`src/rtl/ram_port_arbiter_pkg.sv`:
```
// Shared definitions for the byte-wide RAM port sequencer: FSM states, width codes, request types.
// Latency: n/a (types, constants and a decode helper only).
// Backpressure: n/a.
package ram_port_arbiter_pkg;

    typedef enum logic [1:0] {
        ST_IDLE    = 2'd0,
        ST_RUN     = 2'd1,
        ST_IO_WAIT = 2'd2,
        ST_DONE    = 2'd3
    } state_t;

    // ls_width encodings; 3 behaves like a word
    localparam logic [1:0] WIDTH_BYTE = 2'd0;
    localparam logic [1:0] WIDTH_HALF = 2'd1;
    localparam logic [1:0] WIDTH_WORD = 2'd2;

    // ls_type encodings
    localparam logic LS_LOAD  = 1'b0;
    localparam logic LS_STORE = 1'b1;

    // Address field compared against IO_MASK to detect IO space
    localparam int IO_FIELD_HI = 17;
    localparam int IO_FIELD_LO = 16;

    // Identity of the requester that won the previous arbitration
    localparam logic GRANT_IF = 1'b0;
    localparam logic GRANT_LS = 1'b1;

    // Number of RAM byte cycles for an LSB width code
    function automatic logic [2:0] width_to_bytes(input logic [1:0] w);
        case (w)
            WIDTH_BYTE: return 3'd1;
            WIDTH_HALF: return 3'd2;
            WIDTH_WORD: return 3'd4;
            default:    return 3'd4;
        endcase
    endfunction

endpackage

```
`src/rtl/ram_port_arbiter_rr_arb2.sv`:
```
// Two-requester round-robin picker (IF vs LSB); a tie goes to whoever did not win last.
// Latency: combinational grant, last_grant register updates on the grant edge.
// Backpressure: grants only while en_i is high; last_grant holds otherwise.
module rr_arb2
    import ram_port_arbiter_pkg::*;
(
    input  logic clk,
    input  logic rst,
    input  logic en_i,
    input  logic req_if_i,
    input  logic req_ls_i,
    output logic gnt_if_o,
    output logic gnt_ls_o
);

    logic last_q;
    logic last_d;

    // Pick a winner and compute the updated last-grant owner
    always_comb begin
        gnt_ls_o = en_i && req_ls_i && (!req_if_i || (last_q == GRANT_IF));
        gnt_if_o = en_i && req_if_i && (!req_ls_i || (last_q == GRANT_LS));
        last_d   = last_q;
        if (gnt_ls_o) begin
            last_d = GRANT_LS;
        end else if (gnt_if_o) begin
            last_d = GRANT_IF;
        end
    end

    // Remember the last winner; reset favours LSB on the first tie
    always_ff @(posedge clk) begin
        if (rst) begin
            last_q <= GRANT_IF;
        end else begin
            last_q <= last_d;
        end
    end

endmodule

```
`src/rtl/ram_port_arbiter.sv`:
```
// Shares the byte-wide RAM port between fetch and LSB, splitting each access into byte cycles.
// Latency: store N+1 cycles grant-to-done (+IO wait), load/fetch done pulse N+2 cycles after grant.
// Backpressure: one transaction at a time; requesters hold until done, rdy low freezes, IO full stalls stores.
module ram_port_arbiter
    import ram_port_arbiter_pkg::*;
#(
    parameter int         ROBBW   = 4,
    parameter logic [1:0] IO_MASK = 2'b11
) (
    input  logic             clk,
    input  logic             rst,
    input  logic             rdy,
    input  logic             io_buffer_full,
    input  logic [7:0]       mem_din,
    output logic [7:0]       mem_dout,
    output logic [31:0]      mem_a,
    output logic             mem_wr,
    input  logic             if_req,
    input  logic [31:0]      if_addr,
    input  logic             flush,
    output logic             if_done,
    output logic [31:0]      if_data,
    input  logic             ls_req,
    input  logic             ls_type,
    input  logic [1:0]       ls_width,
    input  logic [31:0]      ls_addr,
    input  logic [31:0]      ls_val,
    input  logic [ROBBW-1:0] ls_rob_id,
    output logic             ls_done,
    output logic             ld_cdb_flag,
    output logic [31:0]      ld_cdb_val,
    output logic [ROBBW-1:0] ld_cdb_rob_id
);

    state_t           state_q, state_d;
    logic [2:0]       cnt_q, cnt_d;
    logic [2:0]       n_q, n_d;
    logic [31:0]      base_q, base_d;
    logic             store_q, store_d;
    logic             fetch_q, fetch_d;
    logic [31:0]      val_q, val_d;
    logic [ROBBW-1:0] rob_q, rob_d;
    logic [31:0]      data_q, data_d;
    logic             if_done_q, if_done_d;
    logic             ls_done_q, ls_done_d;
    logic             ld_flag_q, ld_flag_d;

    logic       gnt_if, gnt_ls;
    logic       arb_en;
    logic       io_hit;
    logic [1:0] cap_idx;

    assign arb_en  = rdy && (state_q == ST_IDLE);
    assign io_hit  = (ls_addr[IO_FIELD_HI:IO_FIELD_LO] == IO_MASK);
    // Byte lane receiving mem_din: the read issued one cycle earlier (cnt-1)
    assign cap_idx = cnt_q[1:0] - 2'd1;

    rr_arb2 u_arb (
        .clk      (clk),
        .rst      (rst),
        .en_i     (arb_en),
        .req_if_i (if_req && !flush),
        .req_ls_i (ls_req),
        .gnt_if_o (gnt_if),
        .gnt_ls_o (gnt_ls)
    );

    // Next-state logic: grant/latch in IDLE, byte sequencing in RUN, one-cycle DONE
    always_comb begin
        state_d   = state_q;
        cnt_d     = cnt_q;
        n_d       = n_q;
        base_d    = base_q;
        store_d   = store_q;
        fetch_d   = fetch_q;
        val_d     = val_q;
        rob_d     = rob_q;
        data_d    = data_q;
        if_done_d = 1'b0;
        ls_done_d = 1'b0;
        ld_flag_d = 1'b0;
        case (state_q)
            ST_IDLE: begin
                if (gnt_ls) begin
                    base_d  = ls_addr;
                    n_d     = width_to_bytes(ls_width);
                    store_d = (ls_type == LS_STORE);
                    fetch_d = 1'b0;
                    val_d   = ls_val;
                    rob_d   = ls_rob_id;
                    data_d  = '0;
                    cnt_d   = '0;
                    if ((ls_type == LS_STORE) && io_hit && io_buffer_full) begin
                        state_d = ST_IO_WAIT;
                    end else begin
                        state_d = ST_RUN;
                    end
                end else if (gnt_if) begin
                    base_d  = if_addr;
                    n_d     = 3'd4;
                    store_d = 1'b0;
                    fetch_d = 1'b1;
                    data_d  = '0;
                    cnt_d   = '0;
                    state_d = ST_RUN;
                end
            end
            ST_IO_WAIT: begin
                if (!io_buffer_full) begin
                    state_d = ST_RUN;
                end
            end
            ST_RUN: begin
                if (fetch_q && flush) begin
                    state_d = ST_IDLE;
                    cnt_d   = '0;
                end else begin
                    cnt_d = cnt_q + 3'd1;
                    if (store_q) begin
                        if (cnt_q == n_q - 3'd1) begin
                            state_d   = ST_DONE;
                            ls_done_d = 1'b1;
                        end
                    end else begin
                        if (cnt_q != 3'd0) begin
                            data_d[{cap_idx, 3'b000} +: 8] = mem_din;
                        end
                        // Reads run one cycle past N so the last byte can land
                        if (cnt_q == n_q) begin
                            state_d = ST_DONE;
                            if (fetch_q) begin
                                if_done_d = 1'b1;
                            end else begin
                                ls_done_d = 1'b1;
                                ld_flag_d = 1'b1;
                            end
                        end
                    end
                end
            end
            ST_DONE: begin
                state_d = ST_IDLE;
            end
            default: begin
                state_d = ST_IDLE;
            end
        endcase
    end

    // RAM pins decode from registered state only; rdy low suppresses writes
    always_comb begin
        mem_a    = '0;
        mem_dout = '0;
        mem_wr   = 1'b0;
        if (state_q == ST_RUN) begin
            mem_a = base_q + {29'd0, cnt_q};
            if (store_q) begin
                mem_dout = val_q[{cnt_q[1:0], 3'b000} +: 8];
                mem_wr   = rdy && (cnt_q < n_q);
            end
        end
    end

    // State and latch registers; everything holds while rdy is low
    always_ff @(posedge clk) begin
        if (rst) begin
            state_q   <= ST_IDLE;
            cnt_q     <= '0;
            n_q       <= '0;
            base_q    <= '0;
            store_q   <= 1'b0;
            fetch_q   <= 1'b0;
            val_q     <= '0;
            rob_q     <= '0;
            data_q    <= '0;
            if_done_q <= 1'b0;
            ls_done_q <= 1'b0;
            ld_flag_q <= 1'b0;
        end else if (rdy) begin
            state_q   <= state_d;
            cnt_q     <= cnt_d;
            n_q       <= n_d;
            base_q    <= base_d;
            store_q   <= store_d;
            fetch_q   <= fetch_d;
            val_q     <= val_d;
            rob_q     <= rob_d;
            data_q    <= data_d;
            if_done_q <= if_done_d;
            ls_done_q <= ls_done_d;
            ld_flag_q <= ld_flag_d;
        end
    end

    assign if_done       = if_done_q;
    assign if_data       = data_q;
    assign ls_done       = ls_done_q;
    assign ld_cdb_flag   = ld_flag_q;
    assign ld_cdb_val    = data_q;
    assign ld_cdb_rob_id = rob_q;

endmodule

```
`config.mk`:
```
export PLATFORM = sky130hd
export DESIGN_NAME = ram_port_arbiter
export DESIGN_NICKNAME = d
export VERILOG_FILES = /design/src/rtl/ram_port_arbiter_pkg.sv /design/src/rtl/ram_port_arbiter_rr_arb2.sv /design/src/rtl/ram_port_arbiter.sv
export SDC_FILE = /design/constraint.sdc
export NUM_CORES = 1
export LEC_CHECK = 0
export CORE_AREA = 2 2 132 134
export CTS_CLUSTER_DIAMETER = 50
export DETAILED_ROUTE_END_ITERATION = 8
export DIE_AREA = 0 0 134 136
export PLACE_DENSITY = 0.71
export SYNTH_ARGS = -nofsm -noshare
export SYNTH_HDL_FRONTEND = slang
export SYNTH_HIERARCHICAL = 1
export SYNTH_SLANG_ARGS = --single-unit
```
`constraint.sdc`:
```
create_clock -name clk -period 8.8 [get_ports clk]
set_clock_uncertainty 0.05 [all_clocks]
set_input_delay 1.76 -clock clk [delete_from_list [all_inputs] [get_ports clk]]
set_output_delay 1.76 -clock clk [all_outputs]
set_load 0.01 [all_outputs]
```
==> summary.md <==
| Metric | Value |
|---|---|
| Synth Net Count | 937 |
| Die Wd | between 100 and 150 µm |
| Internal | 1120 µW |
| Synth Flop Type | dfxtp_1 |
| Yosys cell types | 60 |
| TNS Setup | 0 ns |
| Critical path fanouts, max | 21 |
| Worst-path clk slew | 0.06 ns |
| Total I/O pin count | 230 |
| Setup bufs post-CTS | 0 |
| Pre-CTS WS | ~3.3 ns |
| Tightest Pin Transition | 1.20 ns |
| Comb power frac | between 10% and 20% |
| Post-CTS Hold Buffers | 0 |
| Layout cell share with drive strength beyond 1 | 6.06% |
| Final Hold Vio Count | 0 |
| H-Tree Depth | 4 |
| Max-slew violations | 0 |
| Worst vdd ir | 0.000129 V |
| DRC | 0 |
| Number of DRC markers in iteration 0 | approximately 320 |
| CP required | between 6 and 7 ns |
| Post-CTS resize count | 0 |
| Largest net degree at the start of global routing | 77 |
| Finished Core Util | a little over half |
| Drt wl/cell | about 17 µm |
| Die area | 18200 µm² |
| Syn_area_per_cell | between 8 and 9 µm² |
| PortBufs | 229 |
| Worst Setup Start Kind | flop |
| Initial antenna violation count | 0 |
| Final setup violation count | 0 |
| Number of synthesized flops with an enable pin | 0 |
| CTS tree | done |
| HP Class | reg2reg |
| Initial Utilization | 38.8% |
| CTS Buf Count | 17 |
| Endpoint class of the critical path | output port |
| Critical path, cell by cell | ha_1 -> inv_1 -> fa_1 -> and2b_1 -> o2111ai_2 -> or4_1 -> a21oi_1 -> clkdlybuf4s50_1 |
| Minimum clock period | slightly below 6 ns |
| Setup ws final | 2.93 ns |
| Grt ovf | 0 |
| First-pass GRT wire length | 31.3 mm |
| Vias in the first global route | around 6000 |
| Leak | 0.00296 µW |
| CTS Buffer Depth | 2 |
| Post-Layout Cell Count | between 1000 and 1500 |
| Sw Pwr | about 450 µW |
| M3 GR Usage | 6.19% |
| Net Sw Frac | 28.6% |
| Commonest non-fill, non-tap cell in the layout | clkdlybuf4s50_1 |
| Ant diodes | 0 |
| Sequential share of power | a little under two fifths |
| CTS Sinks | 114 |
| Core area | 16900 µm² |
| Synthesized cell area | 6550 µm² |
| Post-synthesis register bit count | 114 |
| Syn Inst Count | between 800 and 900 |
| Yosys warns | 6 |
| Status | complete, no violations |
| Detailed-route wire length | roughly 20 mm |
| DRT antenna net count | 0 |
| Kind of critical path | reg2out |
| Clk_lat worst skew | 0.42 ns |
| Max transition margin | between 20% and 30% |
| Fillers | between 1500 and 2000 |
| Vias | 6532 |
| Sequential fraction of the synthesis area | 34.8% |
| RD Place Congestion | 0.858 |
| CP peak stage delay | 0.85 ns |
| Most frequent cells in the layout | clkdlybuf4s50_1, dfxtp_1, a21oi_1 |
| CP arrival | 4.06 ns |
| Total Routing Usage GR | 21.5% |
| F_max | 0.170 GHz |
| Fin crit share | 66.7% |
| RSZ-0062 raised after global routing | false |
| Total placed cells including tap cells | between 1000 and 1500 |
| Pre-Repair DR Iteration Count | 4 |
| Pwr Total | 1560 µW |
| Die Span Y | between 100 and 150 µm |
| PwrDens | 169 nW/µm² |
| Maximum capacitance violations | 0 |
| Area growth syn-to-layout | 41.2% |
| Most Crowded Layer GR | met2 |
| Final HPWL DP | 14.1 mm |
| Slowest cell on the critical path | dfxtp_1 |
| Asr flop ratio synth | 0% |
| Final #Nets | 1091 |
| Clock Power Share | 45.5% |
| DR vias/cell | around 5.5 |
| Row count | 48 |
| M2 GR Usage | 33.1% |
| Met1 Use GR | 28.4% |
| Root buf cell | clkbuf_16 |
[cell usage after synthesis (14+ instances only)]
| master | instances | area, µm² |
|---|---|---|
| buf_2 | 25 | 125 |
| a21oi_1 | 103 | 515 |
| dfxtp_1 | 114 | 2280 |
| nor3_1 | 31 | 155 |
| buf_4 | 35 | 263 |
| nand4_1 | 39 | 244 |
| nand2_1 | 92 | 345 |
| nand2b_1 | 14 | 87.6 |
| a211oi_1 | 33 | 248 |
| or4_1 | 14 | 105 |
| nor2_1 | 47 | 176 |
| o31ai_1 | 44 | 330 |
| clkbuf_1 | 31 | 116 |
| mux2i_1 | 31 | 310 |
[worst max-delay path, delay by kind of cell, from the launching register on]
kind                     cells  cell delay, ns
AND/OR/NAND/NOR              2            0.93
AO/OA/AOI/OAI                2            0.58
buffers and inverters        2            0.62
adder cells (fa/ha/maj)      2            0.66
flip-flops                   1            0.85
[cell type report]
class / count / area [µm²] / area share, %
inverters: 13 / 48.8 / 0.527
multi-input cells: 578 / 3700 / 39.9
flip-flops and latches: 114 / 2280 / 24.7
repair buffers: 236 / 2340 / 25.3
well taps: 225 / 282 / 3.04
clock buffers: 19 / 443 / 4.79
clock inverters: 13 / 160 / 1.73
[stage by stage]
stage | instance area, µm² | hold WS (ns)
after floorplan | 6550 | 0.383
after global placement | 8650 | 0.390
after detailed placement | 8650 | 0.395
after CTS | 9250 | 0.403
after global routing | 9250 | 0.422
final | 9250 | 0.403
[cell families (layout without fill, tap and decap cells)]
kind of cell | after synthesis | after routing | synth area share (%)
and+or+nand+nor | 300 | 300 | 23.7
xor gates and xnor gates | 10 | 10 | 1.57
muxes | 39 | 39 | 7.48
buffers and inverters | 114 | 281 | 9.13
DFF | 114 | 114 | 34.8
AOI/OAI and AO/OA | 216 | 216 | 20.7
adders and majority gates | 13 | 13 | 2.60
[worst paths after layout]
path         cells after the start         to  slack, ns        from
max                              8  mem_a[18]       2.93    cnt_q[0]
min                              2  val_q[23]       0.40   val_q[23]
max reg2reg                      7  base_q[1]       5.63  state_q[1]
min reg2reg                      2  val_q[23]       0.40   val_q[23]
[metal layers]
| layer | vias up | part of all wire [%] |
|---|---|---|
| met3 | 34 | 6.7 |
| met1 | 3046 | 46 |
| met5 | - | 0 |
| li1 | 3257 | - |
| met2 | 195 | 45 |
| met4 | 0 | 2.7 |
[power groups by stage]
stage,Clock [µW],Combinational [µW],Sequential [µW]
finish,710,274,577
global route,742,302,582
CTS,722,276,577
detailed placement,0,275,587
global placement,0,272,587
floorplan,0,177,573
[registers in the layout, indices dropped and copies added (netlist names)]
name	flops
val_q	32
u_arb/last_q	1
fetch_q	1
state_q	2
n_q	3
store_q	1
cnt_q	3
ld_cdb_rob_id	4
base_q	32
if_data	32
ld_cdb_flag	1
if_done	1
ls_done	1
Power figures use the tool's default switching activity.
